[src/rtl/regfile_pkg.sv]
// Shared widths, reset value and types for the RV32 integer register file.
package regfile_pkg;

    localparam int unsigned XLEN       = 32;
    localparam int unsigned NREGS      = 32;
    localparam int unsigned REG_ADDR_W = 5;

    localparam logic [XLEN-1:0] RESET_VAL = 32'h0000_0005;

    typedef logic [REG_ADDR_W-1:0] reg_addr_t;
    typedef logic [XLEN-1:0]       xlen_t;

    localparam int unsigned DBG_REG_A = 3;
    localparam int unsigned DBG_REG_B = 5;

endpackage

[src/rtl/regfile_read_port.sv]
// One combinational read port: 32:1 mux with x0 forced to zero.
// With REGFILE_BYPASS_EN defined, a same-cycle write to rs is forwarded (write-first).
module regfile_read_port
    import regfile_pkg::*;
(
    input  logic [NREGS-1:0][XLEN-1:0] regs,
    input  reg_addr_t                  rs,
    input  logic                       reg_write,
    input  reg_addr_t                  rd,
    input  xlen_t                      wd,
    output xlen_t                      val
);

`ifdef REGFILE_BYPASS_EN
    always_comb begin
        val = regs[rs];
        if (reg_write && (rd != '0) && (rs == rd)) begin
            val = wd;
        end
        if (rs == '0) begin
            val = '0;
        end
    end
`else
    // Write-side inputs only matter for the bypass build.
    logic unused_write_side;
    assign unused_write_side = ^{reg_write, rd, wd};

    always_comb begin
        val = regs[rs];
        if (rs == '0) begin
            val = '0;
        end
    end
`endif

endmodule

[src/rtl/regfile.sv]
// RV32 register file: x1..x31 storage with async reset to RESET_VAL, two read ports,
// debug taps on x3/x5. REGFILE_BYPASS_EN enables write-first forwarding on the read ports.
module regfile
    import regfile_pkg::*;
(
    input  logic      clk,
    input  logic      rst_n,
    input  logic      reg_write,
    input  reg_addr_t rs1,
    input  reg_addr_t rs2,
    input  reg_addr_t rd,
    input  xlen_t     wd,
    output xlen_t     rs1_val,
    output xlen_t     rs2_val,
    output xlen_t     x3_debug,
    output xlen_t     x5_debug
);

    xlen_t                      regs_q [NREGS-1:1];
    logic [NREGS-1:0][XLEN-1:0] regs_flat;

    always_ff @(posedge clk or negedge rst_n) begin
        if (!rst_n) begin
            for (int unsigned i = 1; i < NREGS; i++) begin
                regs_q[i] <= RESET_VAL;
            end
        end else if (reg_write && (rd != '0)) begin
            regs_q[rd] <= wd;
        end
    end

    // x0 has no storage; it is a constant zero in the flattened view.
    always_comb begin
        regs_flat[0] = '0;
        for (int unsigned i = 1; i < NREGS; i++) begin
            regs_flat[i] = regs_q[i];
        end
    end

    regfile_read_port u_port1 (
        .regs      (regs_flat),
        .rs        (rs1),
        .reg_write (reg_write),
        .rd        (rd),
        .wd        (wd),
        .val       (rs1_val)
    );

    regfile_read_port u_port2 (
        .regs      (regs_flat),
        .rs        (rs2),
        .reg_write (reg_write),
        .rd        (rd),
        .wd        (wd),
        .val       (rs2_val)
    );

    assign x3_debug = regs_flat[DBG_REG_A];
    assign x5_debug = regs_flat[DBG_REG_B];

endmodule

[config.mk]
export PLATFORM = sky130hd
export DESIGN_NAME = regfile
export DESIGN_NICKNAME = d
export VERILOG_FILES = /design/src/rtl/regfile_pkg.sv /design/src/rtl/regfile_read_port.sv /design/src/rtl/regfile.sv
export SDC_FILE = /design/constraint.sdc
export NUM_CORES = 2
export LEC_CHECK = 0
export CORE_UTILIZATION = 55
export CTS_BUF_LIST = sky130_fd_sc_hd__clkbuf_16
export CTS_CLUSTER_DIAMETER = 100
export CTS_CLUSTER_SIZE = 40
export DETAILED_ROUTE_END_ITERATION = 6
export PLACE_DENSITY = 0.7
export SYNTH_ARGS = -nofsm -noshare
export SYNTH_HDL_FRONTEND = slang
export SYNTH_HIERARCHICAL = 1
export SYNTH_SLANG_ARGS = --single-unit
[constraint.sdc]
create_clock -name clk -period 6.1 [get_ports clk]
set_clock_uncertainty 0.1 [all_clocks]
set_input_delay 1.22 -clock clk [delete_from_list [all_inputs] [get_ports clk]]
set_output_delay 1.22 -clock clk [all_outputs]
set_load 0.05 [all_outputs]
# Word-level counts from Yosys, hierarchy flattened
# Index checks and enable logic that the tools add are counted.
dict set report totals {
  wordCells 49
  register_bits 992
}
dict set report op_classes {
  reduce_logical 5
  order_cmp 4
  mux 9
}
# operator n
set ops {}
lappend ops {{bitwise mux 992 bit} 1}
lappend ops {{binary-select mux 32 bit (select 5 bit)} 2}
lappend ops {{demux 32 bit (select 5 bit)} 1}
lappend ops {{two-way mux 32 bit} 5}
lappend ops {{< comparator 5 x 6 -> 1 bit (second input constant)} 3}
lappend ops {{logical NOT 5 bit} 2}
lappend ops {{>= comparator 5 x 1 -> 1 bit (second input constant)} 1}
lappend ops {{nonzero test 5 bit} 1}
lappend ops {{logical AND 1 bit} 2}

# Logic depth before layout (Yosys ltp)
dict set report depth {
  word_depth 5
  ltp_mapped 7
}

# By module
# The synthesis kept the hierarchy.
# module area_per_inst_um2 cells_per_inst n_inst seq_area_each_um2
set modules_own_cells {}
lappend modules_own_cells {regfile 37652.4 2288 1 24901.4}
lappend modules_own_cells {regfile_read_port 8368.0 664 2 0.0}

# Least setup slack after synthesis
# Ideal clock, no wire load.
dict set report synth_path {
  path_kind {input-to-output}
  start {input rs1[0]}
  end {output rs1_val[13]}
  cell_stages 7
  path_buffers 4
  arrival_ns 3.483
  t_required_ns 4.780
  slack_ns 1.297
  path_cell_list {buf_4 inv_2 buf_4 buf_4 clkbuf_1 o2111ai_1 a311oi_1}
}
dict set report synth_via {
  elab_chain_len 3
  word_cells_on_any_way 4
  classes_between {3 x mux; 1 x reduce/logical}
}
# item line_no
set synth_rtl {}
lappend synth_rtl {{from (decl)} regfile.sv:9} ;# input reg_addr_t rs1,
lappend synth_rtl {{binary-select mux 32 bit (select 5 bit)} regfile_read_port.sv:30} ;# val = regs[rs];
lappend synth_rtl {{two-way mux 32 bit (implied by the code)} regfile_read_port.sv:30}
lappend synth_rtl {{two-way mux 32 bit (*)} regfile_read_port.sv:31} ;# if (rs == '0) begin
lappend synth_rtl {{to (decl)} regfile.sv:13} ;# output xlen_t rs1_val,
# Every way passes the cells marked *; elsewhere a longest branch is shown, timed or not. The select of a mux whose other input is x is not followed.

# Worst setup path after layout
dict set report layout_path {
  start {input rs2[4]}
  end {output rs2_val[7]}
}
dict set report layout_via {
  elab_chain_len 3
  word_cells_on_any_way 4
  classes_between {3 x mux; 1 x reduce/logical}
}
# item line_no
set layout_rtl {}
lappend layout_rtl {{from (decl)} regfile.sv:10} ;# input reg_addr_t rs2,
lappend layout_rtl {{binary-select mux 32 bit (select 5 bit)} regfile_read_port.sv:30}
lappend layout_rtl {{two-way mux 32 bit (implied by the code)} regfile_read_port.sv:30}
lappend layout_rtl {{two-way mux 32 bit (*)} regfile_read_port.sv:31}
lappend layout_rtl {{to (decl)} regfile.sv:14} ;# output xlen_t rs2_val,
# Marked as above.

==> results.ini <==
[clock_network]
clk_path_buf_depth=3
cts_resized=0
clk_pin_slew_ps=130
post-cts-setup-buffer-count=0
cts_tree=yes
numCtsBuffers=36
cts_max_level=2
ctsHoldBuffers=0
clockRootBuffer=clkbuf_16
numClockSinks=992
clk_latency_ps=650

[logic_synthesis]
ys.flop_type=dfrtp_1
synth_top_cell_by_area=dfrtp_1
synth-edff-count=0
synth_top_area_frac=0.4279
ys_ff_latch=992
ys_top_cells_by_area=dfrtp_1 43%, mux2_2 22%, mux4_2 19%
synth_seq_area_share=0.4578
syn_avg_cell_area_um2=15.04
yosys_warnings=6
syn_inst=3616
synth_async_sr_flop_share=1.000
synth_cell_types=40
syn_area_um2=54390

[die]
dieArea_um2=100200
std_cell_rows=114
start_util=0.5591
die_y_um=316.5
core-area_um2=97280
die_w_um=316.5
pin_count=178

[job]
maxCapViolCount=0

[worst_setup_path]
rr_startpoint=x3_debug[28]
criticalPathCategory=in2out
required_ps=4780
start_kind=input port
worstSetupEndpointType=primary output
reg2reg_depth=1
arrival_ps=4010
crit_family=compound AO/OA/AOI/OAI gates
crit_start=rs2[4]
timing.rr.end=x3_debug[28]
path_max_fanout=32
cp_num_buf_inv=2
slowest_delay_ps=870
path_cells=buf_2 -> or2_2 -> or4_4 -> o21ai_1 -> a311oi_1 -> buf_12
rrSetupSlack_ps=5090
cp_slowest_cell=a311oi_1

[power]
p_total_mw=17.29
powerDensity_nw_per_um2=297.0
p_leak_nw=24.63
peakVddDrop_uv=291.4

[grt]
grt_pass1_vias=36470
antenna_found_initial=8
grt_pass1_wl_um=249500
track_usage=0.3415
grt_max_degree=151
grt_overflow=0

[timing]
layout_setup_ws_ps=771.6
post-route-min-period_ps=5328
worst_pin_slew_ps=1267
period_share=0.8735
slew_headroom=0.1529
rsz0062_at_grt=no
hold_violations=0
clock.fmax_mhz=187.7
finalSetupTns_ps=0
setup_viol_count_final=0
final_max_slew_viol_count=0

[placement]
gp_congestion=0.8409
hpwl_um=101700
place_worst_setup_slack_ps=844.8
io_buffers=177

[drt]
wl_per_cell_um=34.56
drtAntennaViolNets=0
first_pass_iters=5
routed_wl_um=168100
viasPerCell=7.140
drt_iter0_markers=3802
drc=0
vias=34720

[layout]
fin_util=0.5982
fin_nets=3601
num-fill-cells=7343
syn_to_final_growth_pct=7.000
drive_above_1_share=0.5219

[worst_hold_path]
hp-start=regs_flat[215]
hp-class=reg2reg
hold_end=regs_flat[215]
min_path_cells=1

[run_status]
outcome=finished clean

cell type report:
class | instances | area [um2] | share of cell area
Sequential cell | 992 | 24900 | 0.4279
Clock buffer | 37 | 925.9 | 0.01591
Clock inverter | 29 | 329.1 | 0.005654
Timing Repair Buffer | 296 | 3113 | 0.05349
Multi-Input combinational cell | 2223 | 27300 | 0.4691
Tap cell | 1276 | 1597 | 0.02743
Antenna cell | 8 | 20.02 | 0.0003440
Inverter | 2 | 10.01 | 0.0001720
report_power, final:
group / internal, mW / switching [mW] / total, mW / leakage [nW]
Sequential: 7.91 / 0.991 / 8.90 / 12.5
Combinational: 2.63 / 2.19 / 4.83 / 11.5
Clock: 1.24 / 2.32 / 3.56 / 0.621
worst max-delay path by stage:
stage,endpoint,cells after the start
floorplan,rs1_val[13],7
global placement,rs1_val[7],7
detailed placement,rs1_val[7],7
CTS,rs1_val[7],7
global route,rs1_val[7],7
finish,rs2_val[7],6
metrics by stage:
step,hold slack (ps),instances,cell area [um2]
after floorplan,369.7,3679,54620
after global placement,382.9,4789,56920
after detailed placement,404.3,4789,56920
after CTS,433.5,4855,58180
after global routing,455.9,4858,58180
final,439.7,4863,58200
sequential cells by signal, indices dropped and copies added (netlist names):
register / count
regs_flat: 928
x3_debug: 32
x5_debug: 32
placed cells by master (no fill, tap or decap), types with 8 or more instances in the layout:
cell type / n
dfstp_2: 62
mux4_2: 448
nor2b_1: 66
a211oi_1: 64
a221oi_1: 48
clkbuf_16: 37
a311oi_1: 60
mux2_1: 9
nand2_4: 8
a22oi_1: 64
conb_1: 64
buf_12: 48
mux2i_1: 128
nor2_4: 14
clkdlybuf4s50_1: 102
buf_4: 135
o2111ai_1: 16
o21ai_1: 106
diode_2: 8
nand2_1: 33
dfrtp_1: 930
mux2_2: 1047
synthesized netlist by cell type, types with 3 or more instances:
cell and count:
nand2_1 44, clkbuf_1 152, nor2b_1 68, or3_1 3, a221oi_1 48, dfstp_2 62
a22oi_1 64, mux2i_1 128, nand2b_1 4, nand3_1 4, o21ai_0 4, o21ai_1 106
mux2_2 1047, a311oi_2 4, buf_6 38, nand4b_1 3, dfrtp_1 930, a311oi_1 60
and4bb_2 3, clkbuf_4 6, a211oi_1 64, buf_2 156, mux4_2 448, buf_4 104
o2111ai_1 16, mux2_1 9, nor2_1 19
routing by layer:
| layer | vias up | global-route usage | part of all wire |
|---|---|---|---|
| li1 | 13760 | - | - |
| met1 | 18780 | 0.4630 | 0.39 |
| met2 | 1781 | 0.5362 | 0.47 |
| met3 | 402 | 0.07338 | 0.091 |
| met4 | 4 | 0.1458 | 0.046 |
| met5 | - | 0 | 0.00014 |
cells by family (layout without fill, tap and decap cells):
family                 after synthesis  count (layout)  synth area share
muxes                             1632            1632            0.4277
DFF                                992             992            0.4578
buffers and inverters              464             364           0.04891
AOI/OAI and AO/OA                  368             368           0.04918
and+or+nand+nor                    159             159           0.01629
other                                1              72        0.00006895
No activity file was read; power rests on OpenSTA's default activity.
